File: src/rtl/msx_slot_mapper.sv
// MSX primary/secondary slot decode, MSX2 RAM mapper segment registers and an
// M1 wait-state generator sitting between the T80 bus and the slot devices.
module msx_slot_mapper #(
    parameter logic [3:0] EXP_MASK    = 4'b1000,
    parameter int         SEG_BITS    = 6,
    parameter int         MAPPER_SLOT = 3,
    parameter int         MAPPER_SUB  = 0,
    parameter int         M1_WAIT     = 1
) (
    input  logic                   clk_i,
    input  logic                   reset_n_i,
    input  logic                   cen_i,
    input  logic [15:0]            addr_i,
    input  logic [7:0]             data_i,
    output logic [7:0]             data_o,
    output logic                   data_oe_o,
    input  logic                   mreq_n_i,
    input  logic                   iorq_n_i,
    input  logic                   rd_n_i,
    input  logic                   wr_n_i,
    input  logic                   m1_n_i,
    input  logic                   rfsh_n_i,
    output logic                   wait_n_o,
    output logic [3:0]             sltsl_n_o,
    output logic [1:0]             subslot_o,
    output logic [7:0]             prim_slot_o,
    output logic                   ram_cs_o,
    output logic                   ram_we_o,
    output logic [SEG_BITS+13:0]   ram_addr_o
);

    localparam logic [1:0] MAP_SLOT  = 2'(MAPPER_SLOT);
    localparam logic [1:0] MAP_SUB   = 2'(MAPPER_SUB);
    localparam logic [1:0] WAIT_INIT = 2'(M1_WAIT - 1);
    localparam logic       WAIT_ON   = (M1_WAIT > 0);

    typedef enum logic [1:0] {
        W_IDLE  = 2'd0,
        W_COUNT = 2'd1,
        W_HOLD  = 2'd2
    } wait_state_t;

    logic [7:0]          prim_r;
    logic [7:0]          sub_r [4];
    logic [SEG_BITS-1:0] map_r [4];
    wait_state_t         state_r, state_s;
    logic [1:0]          cnt_r, cnt_s;
    logic                wait_n_r;

    logic       io_wr_s, io_rd_s, io_a8_s, io_map_s, mem_s, ffff_s, exp_s;
    logic [1:0] page_s, top_slot_s, slot_s, sub_s, map_idx_s;

    assign io_wr_s    = ~iorq_n_i & ~wr_n_i & m1_n_i;
    assign io_rd_s    = ~iorq_n_i & ~rd_n_i & m1_n_i;
    assign io_a8_s    = (addr_i[7:0] == 8'hA8);
    assign io_map_s   = (addr_i[7:2] == 6'b111111);
    assign map_idx_s  = addr_i[1:0];
    assign mem_s      = ~mreq_n_i & rfsh_n_i;
    assign page_s     = addr_i[15:14];
    assign top_slot_s = prim_r[7:6];
    // FFFFh is the sub-slot register only when the slot at page 3 is expanded
    assign ffff_s     = mem_s & (addr_i == 16'hFFFF) & EXP_MASK[top_slot_s];
    assign slot_s     = prim_r[{page_s, 1'b0} +: 2];
    assign exp_s      = EXP_MASK[slot_s];
    assign sub_s      = exp_s ? sub_r[slot_s][{page_s, 1'b0} +: 2] : 2'b00;

    // Slot, sub-slot and mapper register file
    always_ff @(posedge clk_i or negedge reset_n_i) begin
        if (!reset_n_i) begin
            prim_r   <= 8'h00;
            sub_r[0] <= 8'h00;
            sub_r[1] <= 8'h00;
            sub_r[2] <= 8'h00;
            sub_r[3] <= 8'h00;
            map_r[0] <= SEG_BITS'(2'd3);
            map_r[1] <= SEG_BITS'(2'd2);
            map_r[2] <= SEG_BITS'(2'd1);
            map_r[3] <= SEG_BITS'(2'd0);
        end else begin
            if (io_wr_s && io_a8_s) begin
                prim_r <= data_i;
            end
            if (io_wr_s && io_map_s) begin
                map_r[map_idx_s] <= data_i[SEG_BITS-1:0];
            end
            if (ffff_s && !wr_n_i) begin
                sub_r[top_slot_s] <= data_i;
            end
        end
    end

    // Read-back mux, slot selects and mapped RAM decode
    always_comb begin
        data_o    = 8'h00;
        data_oe_o = 1'b0;
        sltsl_n_o = 4'b1111;
        ram_cs_o  = 1'b0;
        if (io_rd_s && io_a8_s) begin
            data_o    = prim_r;
            data_oe_o = 1'b1;
        end else if (io_rd_s && io_map_s) begin
            data_o                 = 8'hFF;
            data_o[SEG_BITS-1:0]   = map_r[map_idx_s];
            data_oe_o              = 1'b1;
        end else if (ffff_s && !rd_n_i) begin
            data_o    = ~sub_r[top_slot_s];
            data_oe_o = 1'b1;
        end else begin
            data_oe_o = 1'b0;
        end
        if (mem_s && !ffff_s) begin
            sltsl_n_o[slot_s] = 1'b0;
            ram_cs_o          = (slot_s == MAP_SLOT) && (!exp_s || (sub_s == MAP_SUB));
        end else begin
            ram_cs_o = 1'b0;
        end
    end

    assign subslot_o   = sub_s;
    assign prim_slot_o = prim_r;
    assign ram_addr_o  = {map_r[page_s], addr_i[13:0]};
    assign ram_we_o    = ram_cs_o & ~wr_n_i;
    assign wait_n_o    = wait_n_r;

    // Wait FSM next state; one wait burst per M1 cycle, held off until m1_n rises
    always_comb begin
        state_s = state_r;
        cnt_s   = cnt_r;
        if (cen_i) begin
            case (state_r)
                W_IDLE: begin
                    if (WAIT_ON && !m1_n_i && !mreq_n_i) begin
                        state_s = W_COUNT;
                        cnt_s   = WAIT_INIT;
                    end else begin
                        state_s = W_IDLE;
                    end
                end
                W_COUNT: begin
                    if (cnt_r == 2'd0) begin
                        state_s = W_HOLD;
                    end else begin
                        cnt_s = cnt_r - 2'd1;
                    end
                end
                W_HOLD: begin
                    if (m1_n_i) begin
                        state_s = W_IDLE;
                    end else begin
                        state_s = W_HOLD;
                    end
                end
                default: begin
                    state_s = W_IDLE;
                    cnt_s   = 2'd0;
                end
            endcase
        end else begin
            state_s = state_r;
        end
    end

    // Wait FSM state and registered WAIT_n
    always_ff @(posedge clk_i or negedge reset_n_i) begin
        if (!reset_n_i) begin
            state_r  <= W_IDLE;
            cnt_r    <= 2'd0;
            wait_n_r <= 1'b1;
        end else begin
            state_r  <= state_s;
            cnt_r    <= cnt_s;
            wait_n_r <= (state_s != W_COUNT);
        end
    end

endmodule
File: config.mk
export PLATFORM = sky130hd
export DESIGN_NAME = msx_slot_mapper
export DESIGN_NICKNAME = d
export VERILOG_FILES = /design/src/rtl/msx_slot_mapper.sv
export SDC_FILE = /design/constraint.sdc
export NUM_CORES = 1
export LEC_CHECK = 0
export BUFFER_PORTS_ARGS = -buffer_cell sky130_fd_sc_hd__buf_4
export CAP_MARGIN = 20
export CORE_MARGIN = 3
export CORE_UTILIZATION = 55
export CTS_CLUSTER_DIAMETER = 40
export DETAILED_ROUTE_END_ITERATION = 8
export PLACE_DENSITY_LB_ADDON = 0.3
export SKIP_CTS_REPAIR_TIMING = 1
export SLEW_MARGIN = 40
export SYNTH_ARGS = -nofsm -noshare
export SYNTH_HDL_FRONTEND = slang
export SYNTH_SLANG_ARGS = --single-unit
export TNS_END_PERCENT = 30
File: constraint.sdc
create_clock -name clk_i -period 2.3 [get_ports clk_i]
set_input_delay 0.23 -clock clk_i [delete_from_list [all_inputs] [get_ports clk_i]]
set_output_delay 0.23 -clock clk_i [all_outputs]
set_load 0.01 [all_outputs]
==> reports/qor.txt, run 1 <==
status = finished with violations
failing checks = setup timing
Final nets = 392
FF-to-FF End = sub_r[7]
Final min period = 2.472 ns
synth warn = 0
GP Congestion = 0.8456
largest net degree at the start of global routing = 37
clock buffer depth = 2
biggest area consumer among synthesized cells = dfrtp_1
Final Hold Viols = 0
placed cell count = 417
crit-path max cell delay = 0.51 ns
Adder-Cell Fraction of Synth Area = 0.3408%
WP data required = 2.07 ns
Mean Syn Cell Area = 12.70 sq um
Mapped Nets = 323
min-delay src = data_i[6]
mux cell area share after synthesis = 28.56%
delay-heaviest family, CP = compound AO/OA/AOI/OAI gates
Min-Delay Endpoint = prim_slot_o[6]
cells after synthesis = 289
CTS tree = done
leakage = 2.181 nW
Root Buffer Master = clkbuf_8
Startpoint Class = flop
simple-gate portion of the synthesized area = 10.16%
top cells by area, synth = dfrtp_1, mux4_2, mux2_2
worst-case hold slack = 0.1217 ns
port bufs = 78
area of the core = 0.006422 sq mm
DR vias = 2645
largest family of logic cells by synthesized area = multiplexers
Slew Viols, Final = 0
share of cells above drive strength 1 = 55.92%
clock buffer count from CTS = 9
vias in the first global route = 2732
die height = 87.70 microns
initial antenna violation count = 0
PwrDens = 528.2 mW/mm^2
Via-to-Cell Ratio = 6.011
Top Ports = 79
Buf/Inv on CP = 1
RSZ-0062 raised after global routing = true
synth unique cells = 43
Worst Clk Skew = 0.009492 ns
drt total wl = 8933 microns
crit share post-route = 107.5%
first-pass GRT wire length = 14020 microns
total gr overflow = 0
full die area = 0.007691 sq mm
WS Path Type = reg2out
H-tree levels = 3
clock latency at the later pin of the worst-skew pair = 0.35 ns
post-route ant nets = 0
CTS clk-pin slew, worst paths = 0.07 ns
Slew Limit Headroom = 65.87%
Post-synth EDFFs = 0
Yosys top cell area share = 43.63%
initial core utilization = 57.16%
R2R setup slack = 0.56 ns
Avg WL per Cell = 20.30 microns
Layout Cells excl Fill = 440
die width = 87.70 microns
number of remaining DRC errors = 0
worst hold path type = in2reg
Mapped Area = 0.003671 sq mm
Synth Area in Compound Gates = 6.305%
WHS Path Cells = 3
maxcap violations = 0
number of synthesized register bits = 69
most frequent cell after synthesis = dfrtp_1
Primary FF master, synth = dfrtp_1
Synth Area in XOR/XNOR = 0%
Total Routing Usage GR = 24.93%
Synth top cells by count = dfrtp_1, mux2_2, clkbuf_1
Setup crit end kind = output port
Slew @ Worst Pin = 0.5113 ns
slowest CP cell = mux4_2
1st-iter DRT viols = 120
reg2reg path depth = 7
worst r2r src = prim_slot_o[6]
diodes inserted = 0
crit-path cells = mux4_2 -> a221o_1 -> a22o_1 -> nor4_2 -> buf_4
Rows = 29
Final Setup Violations = 3
worst vdd ir = 0.4359 mV
fin worst setup slack = -0.1720 ns
Critical Path AT = 2.24 ns
CTS Sinks = 69
Detailed Routing Iterations Pass 1 = 4
async set-reset flop share out of synthesis = 100.0%
sequential area share after synthesis = 47.21%
worst-path maximum fanout = 3
Layout area overhead = 23.72%
Final HPWL DP = 6697 microns
Max Freq = 404.5 MHz
[worst register-to-register path, stage by stage, from the launching register on]
cell	delay [ns]
dfrtp_2	0.41
buf_6	0.11
nand4_1	0.08
nor4_2	0.26
buf_4	0.16
nand4b_1	0.10
buf_4	0.21
mux2_2	0.29
[cell type report]
type | instances | area [sq um]
fill | 452 | 1881
sequential | 69 | 1734
multi-input combinational | 165 | 1689
timing repair buffer | 107 | 822.0
clock buffer | 12 | 155.1
tap | 77 | 96.34
clock inverter | 4 | 22.52
inverter | 6 | 22.52
[worst max path at each step]
| stage | to | slack, ns | cells after the start | from |
|---|---|---|---|---|
| after floorplan | ram_we_o | 0.1 | 5 | prim_slot_o[5] |
| after global placement | data_o[0] | 0.16 | 8 | addr_i[2] |
| after detailed placement | map_r[14] | 0.09 | 5 | addr_i[7] |
| after CTS | ram_we_o | -0.24 | 5 | prim_slot_o[7] |
| after global routing | ram_we_o | -0.30 | 5 | prim_slot_o[7] |
| final | ram_we_o | -0.17 | 5 | prim_slot_o[7] |
[state kept, by name, indices dropped and copies added (netlist names)]
register / flops
prim_slot_o: 8
wait_n_o: 1
sub_r: 32
cnt_r: 2
map_r: 24
state_r: 2
[stage by stage]
| step | power (mW) | setup TNS (ns) | setup WS (ns) | util [%] | cell area (sq um) |
|---|---|---|---|---|---|
| after floorplan | 1.393 | 0 | 0.09846 | - | 3671 |
| after global placement | 1.521 | 0 | 0.1640 | 66.34 | 4260 |
| after detailed placement | 1.530 | 0 | 0.08738 | 66.65 | 4280 |
| after CTS | 2.411 | -1.745 | -0.2358 | 69.41 | 4458 |
| after global routing | 2.500 | -0.8565 | -0.2973 | 70.72 | 4542 |
| final | 2.399 | -0.4242 | -0.1720 | 70.72 | 4542 |
[placed cells by master (no fill, tap or decap), types with 5 or more instances in the layout]
master	synthesis	final
dfrtp_1	64	63
clkbuf_8	0	11
nand2_1	15	15
mux2i_1	8	8
nand3_1	5	5
a22oi_1	6	6
dfstp_2	5	5
inv_1	6	6
o21ai_0	16	10
buf_4	14	104
nor2_1	6	6
mux2_2	39	39
mux4_2	23	23
[kinds of logic (layout without fill, tap and decap cells)]
logic type      count (synthesis)  count (layout)
flops                          69              69
mux                            71              71
buf+inv                        55             129
compound gates                 37              37
simple gates                   56              56
fa+ha+maj                       1               1
[report_power, final]
group	internal [mW]	leakage, nW	switching [mW]	total [mW]
combinational	0.131	1.16	0.136	0.267
clock	0.445	0.0921	0.442	0.886
sequential	1.23	0.933	0.0135	1.25
[metal layers]
layer	GRT usage (%)	routed length (microns)	up-vias
met3	6.773	808	19
li1	-	-	1179
met5	0	0	-
met4	11.16	199	0
met2	39.66	4148	135
met1	32.24	3776	1312
Power figures use the tool's default switching activity.
==> run 2, diff against run 1 <==
--- a/config.mk
+++ b/config.mk
@@ -11,10 +11,9 @@
 export CORE_UTILIZATION = 55
 export CTS_CLUSTER_DIAMETER = 40
 export DETAILED_ROUTE_END_ITERATION = 8
-export PLACE_DENSITY_LB_ADDON = 0.3
+export PLACE_DENSITY = 0.77
 export SKIP_CTS_REPAIR_TIMING = 1
 export SLEW_MARGIN = 40
 export SYNTH_ARGS = -nofsm -noshare
 export SYNTH_HDL_FRONTEND = slang
 export SYNTH_SLANG_ARGS = --single-unit
-export TNS_END_PERCENT = 30
==> run 2 against run 1 <==
Effect of this change: the run still ends with setup timing left; non-clock buffer count down 4; sequential power hardly changed; sequential share of layout area down 0.59 points; power increased by 15%; die area is the same; first-iteration DRC count is 76% higher; via count decreased by 1.2%; highest routed layer unchanged; final cell count shrank 0.91%; largest power group unchanged.
==> reports/qor.txt, run 2 (synthesis results as in run 1) <==
leading cell type in the layout, fill and taps excluded = buf_4
Area after DPL = 0.004288 sq mm (+0.18%)
post-route ant nets = 0 (unchanged)
clock latency at the later pin of the worst-skew pair = 0.35 ns (about the same)
total gr overflow = 0 (unchanged)
Final Hold Viols = 0 (unchanged)
Total Routing Usage GR = 23.68% (-1.3 points)
Rows = 29 (unchanged)
Final HPWL DP = 6440 microns (-3.8%)
Top Ports = 79 (unchanged)
crit share post-route = 104.0% (-3.5 points)
DR vias = 2612 (-1.2%)
WS Path Type = reg2out
WHS Path Cells = 3 (unchanged)
slowest CP cell = mux4_2
FF-to-FF End = sub_r[7]
RSZ-0062 raised after global routing = true
power consumption = 2.756 mW (+15%)
M3 GR Usage = 3.387% (-3.4 points)
worst hold path type = in2reg
Root Buffer Master = clkbuf_8
Largest register FFs = 32 (unchanged)
GR Layer Usage met2 = 38.97% (-0.68 points)
clock buffer depth = 2 (unchanged)
critical path depth = 5 (unchanged)
largest reg by FF count = sub_r
Setup crit end kind = output port
worst-case hold slack = 0.1086 ns (-0.01316 ns)
Layout fillers = 444 (-1.8%)
1st-iter DRT viols = 211 (+76%)
Buf/Inv on CP = 1 (unchanged)
fin worst setup slack = -0.09225 ns (+0.07980 ns)
Max Freq = 418.0 MHz (+3.3%)
crit-path cells = mux4_2 -> a221o_1 -> a22o_1 -> nor3_2 -> buf_4
Final Setup Violations = 3 (unchanged)
initial core utilization = 57.16% (unchanged)
Avg WL per Cell = 20.02 microns (-1.4%)
maxcap violations = 0 (unchanged)
crit-path max cell delay = 0.52 ns (about the same)
diodes inserted = 0 (unchanged)
worst-path maximum fanout = 4 (+1)
Critical Path AT = 2.16 ns (-0.08 ns)
Detailed Routing Iterations Pass 1 = 4 (unchanged)
delay-heaviest family, CP = compound AO/OA/AOI/OAI gates
pre-CTS WS = 0.1164 ns (+0.02907 ns)
full die area = 0.007691 sq mm (unchanged)
Slew @ Worst Pin = 0.4335 ns (-0.07780 ns)
H-tree levels = 3 (unchanged)
vias in the first global route = 2566 (-6.1%)
first-pass GRT wire length = 13390 microns (-4.5%)
clock buffer count from CTS = 9 (unchanged)
min-delay src = data_i[7]
status = finished with violations
TNS Setup = -0.2431 ns (+0.1811 ns)
R2R setup slack = 0.57 ns (about the same)
critical path launch point = prim_slot_o[7]
Final Instance Area = 0.004613 sq mm (+1.6%)
area of the core = 0.006422 sq mm (unchanged)
WP data required = 2.07 ns (about the same)
Slew Limit Headroom = 71.00% (+5.1 points)
largest net degree at the start of global routing = 40 (+8.1%)
CTS tree = done
die height = 87.70 microns (unchanged)
Startpoint Class = flop
leakage = 2.214 nW (+1.5%)
GP Congestion = 0.8649 (+2.3%)
PwrDens = 597.4 mW/mm^2 (+13%)
Worst Clk Skew = 0.01177 ns (+0.002281 ns)
Layout area overhead = 25.66%
share of cells above drive strength 1 = 56.55% (+0.62 points)
Final nets = 388 (-1.0%)
reg2reg path depth = 6 (-1)
Slew Viols, Final = 0 (unchanged)
commonest cells after routing, fill and taps aside = buf_4, dfrtp_1, mux2_2, mux4_2, nand2_1
failing checks = setup timing
port bufs = 78 (unchanged)
Min-Delay Endpoint = prim_slot_o[7]
M1 GR Usage = 32.17% (-0.068 points)
CTS Sinks = 69 (unchanged)
Via-to-Cell Ratio = 5.991 (-0.34%)
number of remaining DRC errors = 0 (unchanged)
Final min period = 2.392 ns (-0.07980 ns)
CTS clk-pin slew, worst paths = 0.07 ns (about the same)
die width = 87.70 microns (unchanged)
worst r2r src = prim_slot_o[6]
worst vdd ir = 0.4367 mV (+0.17%)
initial antenna violation count = 0 (unchanged)
drt total wl = 8728 microns (-2.3%)
Most Used Layer, Global Route = met2
-- run 2: worst max-delay path by stage --
stage                               to  slack (ns)
after floorplan               ram_we_o         0.1
after global placement       data_o[3]        0.08
after detailed placement     data_o[4]        0.12
after CTS                    data_o[5]       -0.30
after global routing      subslot_o[0]       -0.15
final                         ram_cs_o       -0.09
-- run 2: final cells by class --
class / instances / area [sq um] / area share, %
clock buffer: 11 / 151.4 / 3.282
clock inverter: 5 / 106.4 / 2.305
inverter: 6 / 22.52 / 0.4882
multi-input combinational: 165 / 1710 / 37.08
sequential: 69 / 1734 / 37.59
tap: 77 / 96.34 / 2.088
timing repair buffer: 103 / 792.0 / 17.17
-- run 2: metal layers --
| layer | wire (microns) | part of all wire, % |
|---|---|---|
| met4 | 159 | 1.8 |
| met1 | 3719 | 43 |
| met5 | 0 | 0 |
| met2 | 4308 | 49 |
| met3 | 540 | 6.2 |
-- run 2: through the flow --
step / util [%] / instances
after detailed placement: 66.76 / 418
after global placement: 66.45 / 417
after CTS: 70.78 / 434
after global routing: 71.83 / 436
final: 71.83 / 436
after floorplan: - / 289
-- run 2: worst register-to-register path: stages (launching register included) --
cell and delay [ns]:
dfrtp_2 0.44, nand4_1 0.16, nor4_4 0.28, buf_4 0.16, nand4b_1 0.09, buf_4 0.20
mux2_2 0.29
-- run 2: power breakdown --
group / switching (mW) / leakage [nW] / internal (mW) / total [mW]
Combinational: 0.136 / 1.15 / 0.127 / 0.263
Clock: 0.466 / 0.126 / 0.781 / 1.25
Sequential: 0.0142 / 0.933 / 1.23 / 1.25
Total: 0.616 / 2.21 / 2.14 / 2.76
==> run 3, diff against run 2 <==
--- a/config.mk
+++ b/config.mk
@@ -9,6 +9,7 @@
 export CAP_MARGIN = 20
 export CORE_MARGIN = 3
 export CORE_UTILIZATION = 55
+export CTS_BUF_LIST = sky130_fd_sc_hd__clkbuf_16
 export CTS_CLUSTER_DIAMETER = 40
 export DETAILED_ROUTE_END_ITERATION = 8
 export PLACE_DENSITY = 0.77
==> run 3 against run 2 <==
Effect of this change: the flow still finishes with violations (setup timing); worst hold slack improved by 0.023 ns; clock power increased by 25%; count of clock-buffer cells in the layout decreased by 2; combinational power about the same; global-route usage increased by 1.1 points; critical path type unchanged; final cell count unchanged; largest cell class unchanged.
==> reports/qor.txt, run 3 (synthesis results as in run 1) <==
clock latency at the later pin of the worst-skew pair = 0.33 ns (-0.02 ns)
largest net degree at the start of global routing = 40 (unchanged)
pre-CTS WS = 0.1164 ns (unchanged)
Avg WL per Cell = 20.64 microns (+3.1%)
Slew Limit Headroom = 70.89% (-0.11 points)
TNS Setup = -0.1720 ns (+0.07103 ns)
critical path depth = 5 (unchanged)
Buf/Inv on CP = 1 (unchanged)
area of the core = 0.006422 sq mm (unchanged)
die width = 87.70 microns (unchanged)
failing checks = setup timing
first-pass GRT wire length = 13790 microns (+3.0%)
delay-heaviest family, CP = compound AO/OA/AOI/OAI gates
Worst Clk Skew = 0.006668 ns (-0.005105 ns)
worst-case hold slack = 0.1318 ns (+0.02320 ns)
Final min period = 2.361 ns (-0.03079 ns)
Critical Path AT = 2.13 ns (-0.03 ns)
R2R setup slack = 0.55 ns (-0.02 ns)
worst vdd ir = 0.4703 mV (+7.7%)
Detailed Routing Iterations Pass 1 = 4 (unchanged)
Via-to-Cell Ratio = 6.011 (+0.34%)
die height = 87.70 microns (unchanged)
Max Freq = 423.5 MHz (+1.3%)
initial core utilization = 57.16% (unchanged)
port bufs = 78 (unchanged)
post-route ant nets = 0 (unchanged)
Final nets = 388 (unchanged)
maxcap violations = 0 (unchanged)
GP Congestion = 0.8649 (unchanged)
CTS Sinks = 69 (unchanged)
WS Path Type = reg2out
clock buffer count from CTS = 9 (unchanged)
PwrDens = 653.3 mW/mm^2 (+9.3%)
Layout area overhead = 27.88%
Layout fillers = 425 (-4.3%)
clock buffer depth = 2 (unchanged)
worst-path maximum fanout = 4 (unchanged)
largest reg by FF count = sub_r
Startpoint Class = flop
worst hold path type = in2reg
vias in the first global route = 2629 (+2.5%)
power consumption = 3.067 mW (+11%)
DR vias = 2621 (+0.34%)
full die area = 0.007691 sq mm (unchanged)
Largest register FFs = 32 (unchanged)
crit-path cells = mux4_2 -> a221o_1 -> a22o_1 -> o21a_1 -> buf_6
commonest cells after routing, fill and taps aside = buf_4, dfrtp_1, mux2_2, mux4_2, nand2_1
CTS clk-pin slew, worst paths = 0.05 ns (-0.02 ns)
WP data required = 2.07 ns (about the same)
H-tree levels = 3 (unchanged)
leakage = 2.250 nW (+1.6%)
Setup crit end kind = output port
Total Routing Usage GR = 24.74% (+1.1 points)
fin worst setup slack = -0.06146 ns (+0.03079 ns)
slowest CP cell = mux4_2
RSZ-0062 raised after global routing = true
CTS tree = done
initial antenna violation count = 0 (unchanged)
Root Buffer Master = clkbuf_16
share of cells above drive strength 1 = 55.99% (-0.56 points)
diodes inserted = 0 (unchanged)
number of remaining DRC errors = 0 (unchanged)
Slew Viols, Final = 0 (unchanged)
crit-path max cell delay = 0.52 ns (about the same)
Setup crit end = subslot_o[0]
Top Ports = 79 (unchanged)
Final HPWL DP = 6440 microns (unchanged)
1st-iter DRT viols = 177 (-16%)
worst r2r src = prim_slot_o[6]
crit share post-route = 102.7% (-1.3 points)
critical path launch point = prim_slot_o[7]
Rows = 29 (unchanged)
leading cell type in the layout, fill and taps excluded = buf_4
Slew @ Worst Pin = 0.4362 ns (+0.002631 ns)
total gr overflow = 0 (unchanged)
status = finished with violations
FF-to-FF End = sub_r[7]
Final Setup Violations = 3 (unchanged)
Final Hold Viols = 0 (unchanged)
reg2reg path depth = 6 (unchanged)
drt total wl = 9000 microns (+3.1%)
run 3: cell count changes in the layout (fill, tap and decap cells not counted), sizes merged:
cell    previous run  this run
clkbuf            11         9
clkinv             1         3
run 3: worst min-delay path by stage:
| stage | startpoint | to | depth (start not counted) | slack, ns |
|---|---|---|---|---|
| 2_1_floorplan | reset_n_i | cnt_r[0] | 0 | -0.07 |
| 4_1_cts | reset_n_i | map_r[20] | 1 | -0.15 |
| 5_1_grt | data_i[6] | prim_slot_o[6] | 3 | 0.13 |
| 6_report | data_i[7] | prim_slot_o[7] | 3 | 0.13 |
| 3_3_place_gp | sub_r[25] | sub_r[25] | 0 | 0.36 |
| 3_5_place_dp | reset_n_i | map_r[20] | 1 | 0.20 |
run 3: cell type report:
cell class / instances / area (sq um) / share of cell area (%)
repair buffers: 103 / 792.0 / 16.87
clock buffers: 9 / 225.2 / 4.797
well taps: 77 / 96.34 / 2.052
flip-flops and latches: 69 / 1734 / 36.94
inverters: 6 / 22.52 / 0.4797
clock inverters: 7 / 113.9 / 2.425
multi-input cells: 165 / 1710 / 36.43
run 3: stage by stage:
step,cell area [sq um],utilization [%],cells
floorplan,3671,-,289
CTS,4627,72.04,434
global route,4695,73.10,436
finish,4695,73.10,436
detailed placement,4288,66.76,418
global placement,4268,66.45,417
run 3: power by group:
part / switching, mW / internal [mW] / leakage (nW) / total (mW)
registers: 0.0145 / 1.23 / 0.933 / 1.25
clock network: 0.504 / 1.05 / 0.161 / 1.56
logic: 0.135 / 0.127 / 1.16 / 0.262
run 3: metal layers:
metal / track usage (%) / up-vias / wire length (microns)
met5: 0 / - / 0
met4: 9.902 / 0 / 236
met3: 6.115 / 22 / 646
met2: 39.66 / 106 / 4407
met1: 32.66 / 1314 / 3710
li1: - / 1179 / -
run 3: tightest hold or removal path: stages:
cell and delay [ns]:
buf_4 0.09, nand2_1 0.04, o21ai_0 0.06
